$ cat config.mk
export PLATFORM = sky130hd
export DESIGN_NAME = toggle_sched_flat
export DESIGN_NICKNAME = d
export VERILOG_FILES = /design/src/rtl/toggle_sched_pkg.sv /design/src/rtl/toggle_sched_if.sv /design/src/rtl/toggle_sched_rr_pick.sv /design/src/rtl/toggle_sched.sv /design/src/flat_wrapper.sv
export SDC_FILE = /design/constraint.sdc
export NUM_CORES = 1
export LEC_CHECK = 0
export ABC_AREA = 1
export CAP_MARGIN = 10
export CORE_MARGIN = 4
export CORE_UTILIZATION = 56
export DETAILED_ROUTE_END_ITERATION = 8
export GPL_TIMING_DRIVEN = 0
export PLACE_DENSITY = 0.79
export SKIP_CTS_REPAIR_TIMING = 1
export SYNTH_ARGS = -nofsm -noshare
export SYNTH_HDL_FRONTEND = slang
export SYNTH_SLANG_ARGS = --single-unit
$ cat constraint.sdc
create_clock -name clk -period 2.1 [get_ports clk]
set_input_delay 0.42 -clock clk [delete_from_list [all_inputs] [get_ports clk]]
set_output_delay 0.42 -clock clk [all_outputs]
set_load 0.02 [all_outputs]
$ cat src/rtl/toggle_sched_pkg.sv
// Shared types and constants for the toggle_sched scheduler.
// The optional build macro TOGGLE_SCHED_PRIO0_EN is consumed in toggle_sched.sv.
package toggle_sched_pkg;

    // Scheduler FSM: IDLE arbitrates, RUN emits the burst, END closes the grant.
    typedef enum logic [1:0] {
        ST_IDLE = 2'd0,
        ST_RUN  = 2'd1,
        ST_END  = 2'd2
    } state_t;

    // A requested burst length of zero is served as this many toggles.
    localparam int unsigned LEN_ZERO_AS = 1;

endpackage : toggle_sched_pkg

$ cat src/rtl/toggle_sched_if.sv
// Request/config and grant/toggle bundle between the requester logic and
// the toggle scheduler.
//
// Handshake: req_i is a level request per requester. A requester raises its
// bit and holds it until its grant ends (done_o pulse, or gnt_o falling).
// div_i/len_i are sampled on the edge that raises gnt_o and ignored after.
// Dropping the granted bit while the burst runs aborts that burst.
interface toggle_sched_if
    import toggle_sched_pkg::*;
#(
    parameter int NUM_REQ = 4,
    parameter int DIV_W   = 8,
    parameter int LEN_W   = 6
);

    logic [NUM_REQ-1:0] req_i;
    logic [DIV_W-1:0]   div_i;
    logic [LEN_W-1:0]   len_i;
    logic [NUM_REQ-1:0] gnt_o;
    logic               busy_o;
    logic               toggle_o;
    logic               done_o;
    state_t             state_o;   // FSM state, exposed for observation

    // Requester side.
    modport master (
        output req_i, div_i, len_i,
        input  gnt_o, busy_o, toggle_o, done_o, state_o
    );

    // Scheduler side.
    modport slave (
        input  req_i, div_i, len_i,
        output gnt_o, busy_o, toggle_o, done_o, state_o
    );

endinterface : toggle_sched_if

$ cat src/rtl/toggle_sched_rr_pick.sv
// rr_pick: combinational find-first-set starting at a pointer, with wrap.
// Returns the index of the first set request at or above ptr (wrapping past
// N-1 to 0) and a valid flag. Generic enough for any round-robin arbiter.
module rr_pick #(
    parameter int N     = 4,
    parameter int IDX_W = (N > 1) ? $clog2(N) : 1
) (
    input  logic [N-1:0]     req,
    input  logic [IDX_W-1:0] ptr,
    output logic [IDX_W-1:0] idx,
    output logic             vld
);

    logic [2*N-1:0] dbl;
    logic [N-1:0]   rot;
    logic [IDX_W:0] sum;

    // Rotate so that the pointer position lands on bit 0, then scan upward;
    // the first hit is mapped back to an absolute index modulo N.
    always_comb begin
        dbl = {req, req} >> ptr;
        rot = dbl[N-1:0];
        idx = '0;
        vld = 1'b0;
        sum = '0;
        for (int i = 0; i < N; i++) begin
            if (!vld && rot[i]) begin
                vld = 1'b1;
                sum = {1'b0, ptr} + (IDX_W+1)'(i);
                if (sum >= (IDX_W+1)'(N)) begin
                    sum = sum - (IDX_W+1)'(N);
                end
                idx = sum[IDX_W-1:0];
            end
        end
    end

endmodule : rr_pick

$ cat src/rtl/toggle_sched.sv
// toggle_sched: round-robin scheduler sharing one square-wave toggle output
// between NUM_REQ requesters. Each grant produces max(len,1) toggles with a
// half-period of div+1 cycles, then the output returns to 0 and the
// scheduler rearbitrates.
// Optional build macro: TOGGLE_SCHED_PRIO0_EN -- requester 0 always wins
// arbitration when requesting and does not move the round-robin pointer.
module toggle_sched
    import toggle_sched_pkg::*;
#(
    parameter int NUM_REQ = 4,
    parameter int DIV_W   = 8,
    parameter int LEN_W   = 6
) (
    input  logic         clk,
    input  logic         rst_n,
    toggle_sched_if.slave bus
);

    localparam int IDX_W = $clog2(NUM_REQ);

    // Registered state.
    state_t             state_q, state_d;
    logic [IDX_W-1:0]   ptr_q, ptr_d;
    logic [NUM_REQ-1:0] gnt_q, gnt_d;
    logic               busy_q, busy_d;
    logic               tog_q, tog_d;
    logic               done_q, done_d;
    logic [DIV_W-1:0]   div_q, div_d;
    logic [DIV_W-1:0]   cnt_q, cnt_d;
    logic [LEN_W-1:0]   len_q, len_d;
    logic [LEN_W-1:0]   tcnt_q, tcnt_d;

    // Arbitration.
    logic [NUM_REQ-1:0] pick_req;
    logic [IDX_W-1:0]   win_idx;
    logic               win_vld;
    logic               prio0_hit;
    logic [IDX_W-1:0]   grant_idx;
    logic               grant_vld;
    logic [IDX_W-1:0]   ptr_next;

    // Burst control.
    logic               abort;
    logic               flip;
    logic               last;

`ifdef TOGGLE_SCHED_PRIO0_EN
    // Requester 0 bypasses the rotation; the others share round-robin.
    assign prio0_hit = bus.req_i[0];
    assign pick_req  = bus.req_i & {{(NUM_REQ-1){1'b1}}, 1'b0};
`else
    assign prio0_hit = 1'b0;
    assign pick_req  = bus.req_i;
`endif

    rr_pick #(
        .N     (NUM_REQ),
        .IDX_W (IDX_W)
    ) u_pick (
        .req (pick_req),
        .ptr (ptr_q),
        .idx (win_idx),
        .vld (win_vld)
    );

    assign grant_idx = prio0_hit ? '0 : win_idx;
    assign grant_vld = prio0_hit | win_vld;
    assign ptr_next  = (grant_idx == IDX_W'(NUM_REQ - 1)) ? '0
                                                          : grant_idx + IDX_W'(1);

    // The burst is abandoned as soon as the granted requester lets go.
    assign abort = ((gnt_q & bus.req_i) == '0);
    // Divider terminal count: flip the output on this edge.
    assign flip  = (cnt_q == div_q);
    // Final toggle of the burst. len_q is never 0, so len_q-1 cannot wrap.
    assign last  = flip && (tcnt_q == (len_q - LEN_W'(1)));

    // State register.
    always_ff @(posedge clk or negedge rst_n) begin
        if (!rst_n) begin
            state_q <= ST_IDLE;
        end else begin
            state_q <= state_d;
        end
    end

    // Next-state logic.
    always_comb begin
        state_d = state_q;
        unique case (state_q)
            ST_IDLE: if (grant_vld) state_d = ST_RUN;
            ST_RUN: begin
                if (abort) begin
                    state_d = ST_IDLE;
                end else if (last) begin
                    state_d = ST_END;
                end
            end
            ST_END:  state_d = ST_IDLE;
            default: state_d = ST_IDLE;
        endcase
    end

    // Output and datapath next values for each state.
    always_comb begin
        gnt_d  = gnt_q;
        busy_d = busy_q;
        tog_d  = tog_q;
        done_d = 1'b0;
        ptr_d  = ptr_q;
        div_d  = div_q;
        cnt_d  = cnt_q;
        len_d  = len_q;
        tcnt_d = tcnt_q;
        unique case (state_q)
            ST_IDLE: begin
                tog_d = 1'b0;
                if (grant_vld) begin
                    gnt_d  = {{(NUM_REQ-1){1'b0}}, 1'b1} << grant_idx;
                    busy_d = 1'b1;
                    div_d  = bus.div_i;
                    len_d  = (bus.len_i == '0) ? LEN_W'(LEN_ZERO_AS) : bus.len_i;
                    cnt_d  = '0;
                    tcnt_d = '0;
                    if (!prio0_hit) begin
                        ptr_d = ptr_next;
                    end
                end
            end
            ST_RUN: begin
                if (abort) begin
                    gnt_d  = '0;
                    busy_d = 1'b0;
                    tog_d  = 1'b0;
                end else if (flip) begin
                    tog_d  = ~tog_q;
                    cnt_d  = '0;
                    tcnt_d = tcnt_q + LEN_W'(1);
                    if (last) begin
                        // Grant ends with the final flip; an odd burst leaves
                        // the output high for the END cycle only.
                        gnt_d  = '0;
                        busy_d = 1'b0;
                        done_d = 1'b1;
                    end
                end else begin
                    cnt_d = cnt_q + DIV_W'(1);
                end
            end
            ST_END: begin
                tog_d = 1'b0;
            end
            default: begin
                gnt_d  = '0;
                busy_d = 1'b0;
                tog_d  = 1'b0;
            end
        endcase
    end

    // Output, pointer and counter registers.
    always_ff @(posedge clk or negedge rst_n) begin
        if (!rst_n) begin
            gnt_q  <= '0;
            busy_q <= 1'b0;
            tog_q  <= 1'b0;
            done_q <= 1'b0;
            ptr_q  <= '0;
            div_q  <= '0;
            cnt_q  <= '0;
            len_q  <= '0;
            tcnt_q <= '0;
        end else begin
            gnt_q  <= gnt_d;
            busy_q <= busy_d;
            tog_q  <= tog_d;
            done_q <= done_d;
            ptr_q  <= ptr_d;
            div_q  <= div_d;
            cnt_q  <= cnt_d;
            len_q  <= len_d;
            tcnt_q <= tcnt_d;
        end
    end

    assign bus.gnt_o    = gnt_q;
    assign bus.busy_o   = busy_q;
    assign bus.toggle_o = tog_q;
    assign bus.done_o   = done_q;
    assign bus.state_o  = state_q;

endmodule : toggle_sched
$ cat src/flat_wrapper.sv
// flat-port wrapper written by rule: the top's interface ports become plain ports
module toggle_sched_flat import toggle_sched_pkg::*;
#(
    parameter int NUM_REQ = 4,
    parameter int DIV_W   = 8,
    parameter int LEN_W   = 6
)
  (clk, rst_n, bus_req_i, bus_div_i, bus_len_i, bus_gnt_o, bus_busy_o, bus_toggle_o, bus_done_o, bus_state_o);
  toggle_sched_if #(.NUM_REQ(NUM_REQ), .DIV_W(DIV_W), .LEN_W(LEN_W)) bus_i ();
  input  logic clk;
  input  logic rst_n;
  input wire logic [$bits(bus_i.req_i)-1:0] bus_req_i;
  input wire logic [$bits(bus_i.div_i)-1:0] bus_div_i;
  input wire logic [$bits(bus_i.len_i)-1:0] bus_len_i;
  output wire logic [$bits(bus_i.gnt_o)-1:0] bus_gnt_o;
  output wire logic [$bits(bus_i.busy_o)-1:0] bus_busy_o;
  output wire logic [$bits(bus_i.toggle_o)-1:0] bus_toggle_o;
  output wire logic [$bits(bus_i.done_o)-1:0] bus_done_o;
  output wire logic [$bits(bus_i.state_o)-1:0] bus_state_o;
  assign bus_i.req_i = bus_req_i;
  assign bus_i.div_i = bus_div_i;
  assign bus_i.len_i = bus_len_i;
  assign bus_gnt_o = bus_i.gnt_o;
  assign bus_busy_o = bus_i.busy_o;
  assign bus_toggle_o = bus_i.toggle_o;
  assign bus_done_o = bus_i.done_o;
  assign bus_state_o = bus_i.state_o;
  toggle_sched #(.NUM_REQ(NUM_REQ), .DIV_W(DIV_W), .LEN_W(LEN_W)) u_core (.clk(clk), .rst_n(rst_n), .bus(bus_i));
endmodule
==> flow_summary_export.csv <==
group,metric,value,unit
logic_synthesis,syn_area,2560,um^2
global_routing,antenna_found_initial,0,
cells_and_area,n_antenna_cell,0,
clock_network,insertion_delay,0.29,ns
sta,relSlewSlack,42.69,%
detailed_routing,routed_wl,5287,um
sta,period_share,95.94,%
clock_network,cts-root-buf,"clkbuf_8",
setup_path,critPathMaxFanout,9,
global_routing,met2_usage,35.19,%
clock_network,cts.sinks,39,
logic_synthesis,yosysSeqAreaShare,38.12,%
logic_synthesis,yosysUniqueCellTypes,35,
cells_and_area,mostFrequentLayoutCell,"nand2_1",
logic_synthesis,synth_nets,370,
detailed_routing,firstDrtPassIters,4,
cells_and_area,final_cell_mix,"nand2_1, dfrtp_1, inv_1",
cells_and_area,fin_cells,432,
clock_network,cts_tree,"done",
sta,min_period,2.015,ns
power_and_ir_drop,p_total,4.418,mW
global_routing,overflow,0,
detailed_routing,drc_errors,0,
sta,worst_pin_slew,0.8597,ns
global_routing,grtUsageMet1,26.13,%
logic_synthesis,synth_seq_cells,39,
logic_synthesis,avgSynthCellArea,7.463,um^2
global_routing,top_usage_layer,"met2",
die,core,4384,um^2
clock_network,cts.clk_slew.worst_paths,0.07,ns
logic_synthesis,synth_cells,343,
logic_synthesis,synth_top_area_share,38.12,%
placement,hpwl,4045,um
detailed_routing,vias,2230,
power_and_ir_drop,ir_drop,0.7159,mV
sta,fin_hold_ws,0.2419,ns
global_routing,grt_pass1_wl,9087,um
die,ioPinCount,29,
clock_network,clock_path_buffers,2,
global_routing,grtUsageTotal,20.92,%
hold_path,min-delay-path-class,"primary input to async pin",
cells_and_area,utilization,69.15,%
placement,place_inst,423,
setup_path,startpoint_type,"flip-flop",
die,die_w,75.61,um
flow_run,maxCapViolCount,0,
setup_path,required,2.28,ns
die,die_y,75.61,um
cells_and_area,drive_above_1_share,16.58,%
sta,grt_setup_unrepaired,"no",
clock_network,htree_levels,2,
detailed_routing,drt_iter0_drc,101,
power_and_ir_drop,power_density,1457,nW/um^2
setup_path,end_kind,"flip-flop",
placement,gp_congestion,0.8862,
global_routing,grt_pass1_vias,2125,
setup_path,slowest_stage,"dfrtp_1",
sta,hold_violations,0,
cells_and_area,area_growth,18.43,%
setup_path,cp_slowest_stage_delay,0.35,ns
logic_synthesis,synthTopCellsByArea,"dfrtp_1, nand2_1, inv_1",
detailed_routing,wl_per_cell,12.24,um
sta,setup_viol,0,
run_status,status,"finished clean",
sta,final.setup.tns,0,ns
global_routing,grt_max_degree,40,
placement,portBuffers,28,
logic_synthesis,synth_warnings,0,
cells_and_area,nets,408,
setup_path,crit_chain,"buf_6 > inv_4 > nand2_1 > nand3_1 > nand2_2 > inv_1 > nor3_4 > nand3_1 > nand2_2 > inv_2 > ha_1 > nand2_1 > o21ai_2",
sta,finalMaxSlewViolations,0,
die,initial_core_util,58.39,%
setup_path,arrival,2.20,ns
setup_path,criticalPathCategory,"flip-flop to flip-flop",
logic_synthesis,yosysTopAreaCell,"dfrtp_1",
die,die-area,5717,um^2
power_and_ir_drop,leakage,1.551,nW
clock_network,cts_inserted_buffers,5,
die,row_count,24,
sta,max_freq,496.3,MHz
detailed_routing,viasPerCell,5.162,
global_routing,use_met3,4.749,%
sta,finalClockSkew,0.007769,ns
detailed_routing,ant_nets,0,
power breakdown:
group / total (mW) / switching, mW / leakage (nW) / internal (mW)
logic: 2.74 / 1.70 / 1.01 / 1.04
clock network: 0.460 / 0.239 / 0.0371 / 0.221
registers: 1.22 / 0.205 / 0.504 / 1.02
total: 4.42 / 2.14 / 1.55 / 2.28
metal layers:
layer / wire, um / vias up
met5: 0 / -
met4: 37 / 0
met3: 283 / 4
met2: 2613 / 42
li1: - / 1154
met1: 2353 / 1030
cell usage after synthesis (all sizes together):
library cell / n
inv: 50
nand4: 6
xnor2: 4
nand3: 28
nand2: 133
dfrtp: 39
nor4: 1
nor3b: 1
o21bai: 1
o41ai: 1
xor2: 7
mux2: 1
a21oi: 7
nor3: 5
o21ai: 26
nor2: 18
buf: 7
or2: 1
ha: 7
kinds of logic (layout without fill, tap and decap cells):
group           Yosys count  in the layout  share of synthesized area, %
xor+xnor                 11             11                         3.763
buf+inv                  57             94                         10.70
simple gates            193            193                         35.00
flops                    39             39                         38.12
mux                       1              1                        0.4399
fa+ha+maj                 7              7                         3.421
compound gates           35             35                         8.553
sequential cells by signal (all words and copies together), names as in the netlist:
name	count
u_core.cnt_q	8
u_core.div_q	8
u_core.len_q	6
u_core.tcnt_q	6
u_core.bus.gnt_o	4
u_core.bus.state_o	2
u_core.ptr_q	2
u_core.bus.busy_o	1
u_core.bus.done_o	1
u_core.bus.toggle_o	1
stage by stage:
stage / cell area (um^2) / worst slack, ns
3_3_place_gp: 2905 / -0.3616
6_report: 3032 / 0.08525
5_1_grt: 3032 / 0.01080
2_1_floorplan: 2560 / 0.2981
4_1_cts: 2973 / -0.06728
3_5_place_dp: 2900 / -0.3732
worst paths after layout:
kind | startpoint | endpoint | slack [ns] | depth (start not counted)
max reg2reg | u_core.ptr_q[0] | u_core.ptr_q[1] | 0.09 | 13
min reg2reg | u_core.bus.busy_o | u_core.bus.busy_o | 0.47 | 2
max | u_core.ptr_q[0] | u_core.ptr_q[1] | 0.09 | 13
min | rst_n | u_core.div_q[4] | 0.24 | 1
min in group clk | u_core.bus.busy_o | u_core.bus.busy_o | 0.47 | 2
max in group asynchronous | rst_n | u_core.len_q[4] | 1.32 | 1
worst max-delay path, delay by kind of cell, from the launching register on:
kind | cells | cell delay, ns
compound gates | 1 | 0.05
fa+ha+maj | 1 | 0.28
buf+inv | 4 | 0.33
flops | 1 | 0.35
simple gates | 7 | 0.90
final cells by class:
cell class | count | area [um^2]
tap | 52 | 65.06
multi-input combinational | 247 | 1336
timing repair buffer | 31 | 307.8
fill | 384 | 1353
clock buffer | 6 | 72.57
inverter | 50 | 192.7
sequential | 39 | 975.9
buffer | 7 | 81.33
Note: power is estimated with default switching activity, not from simulation.
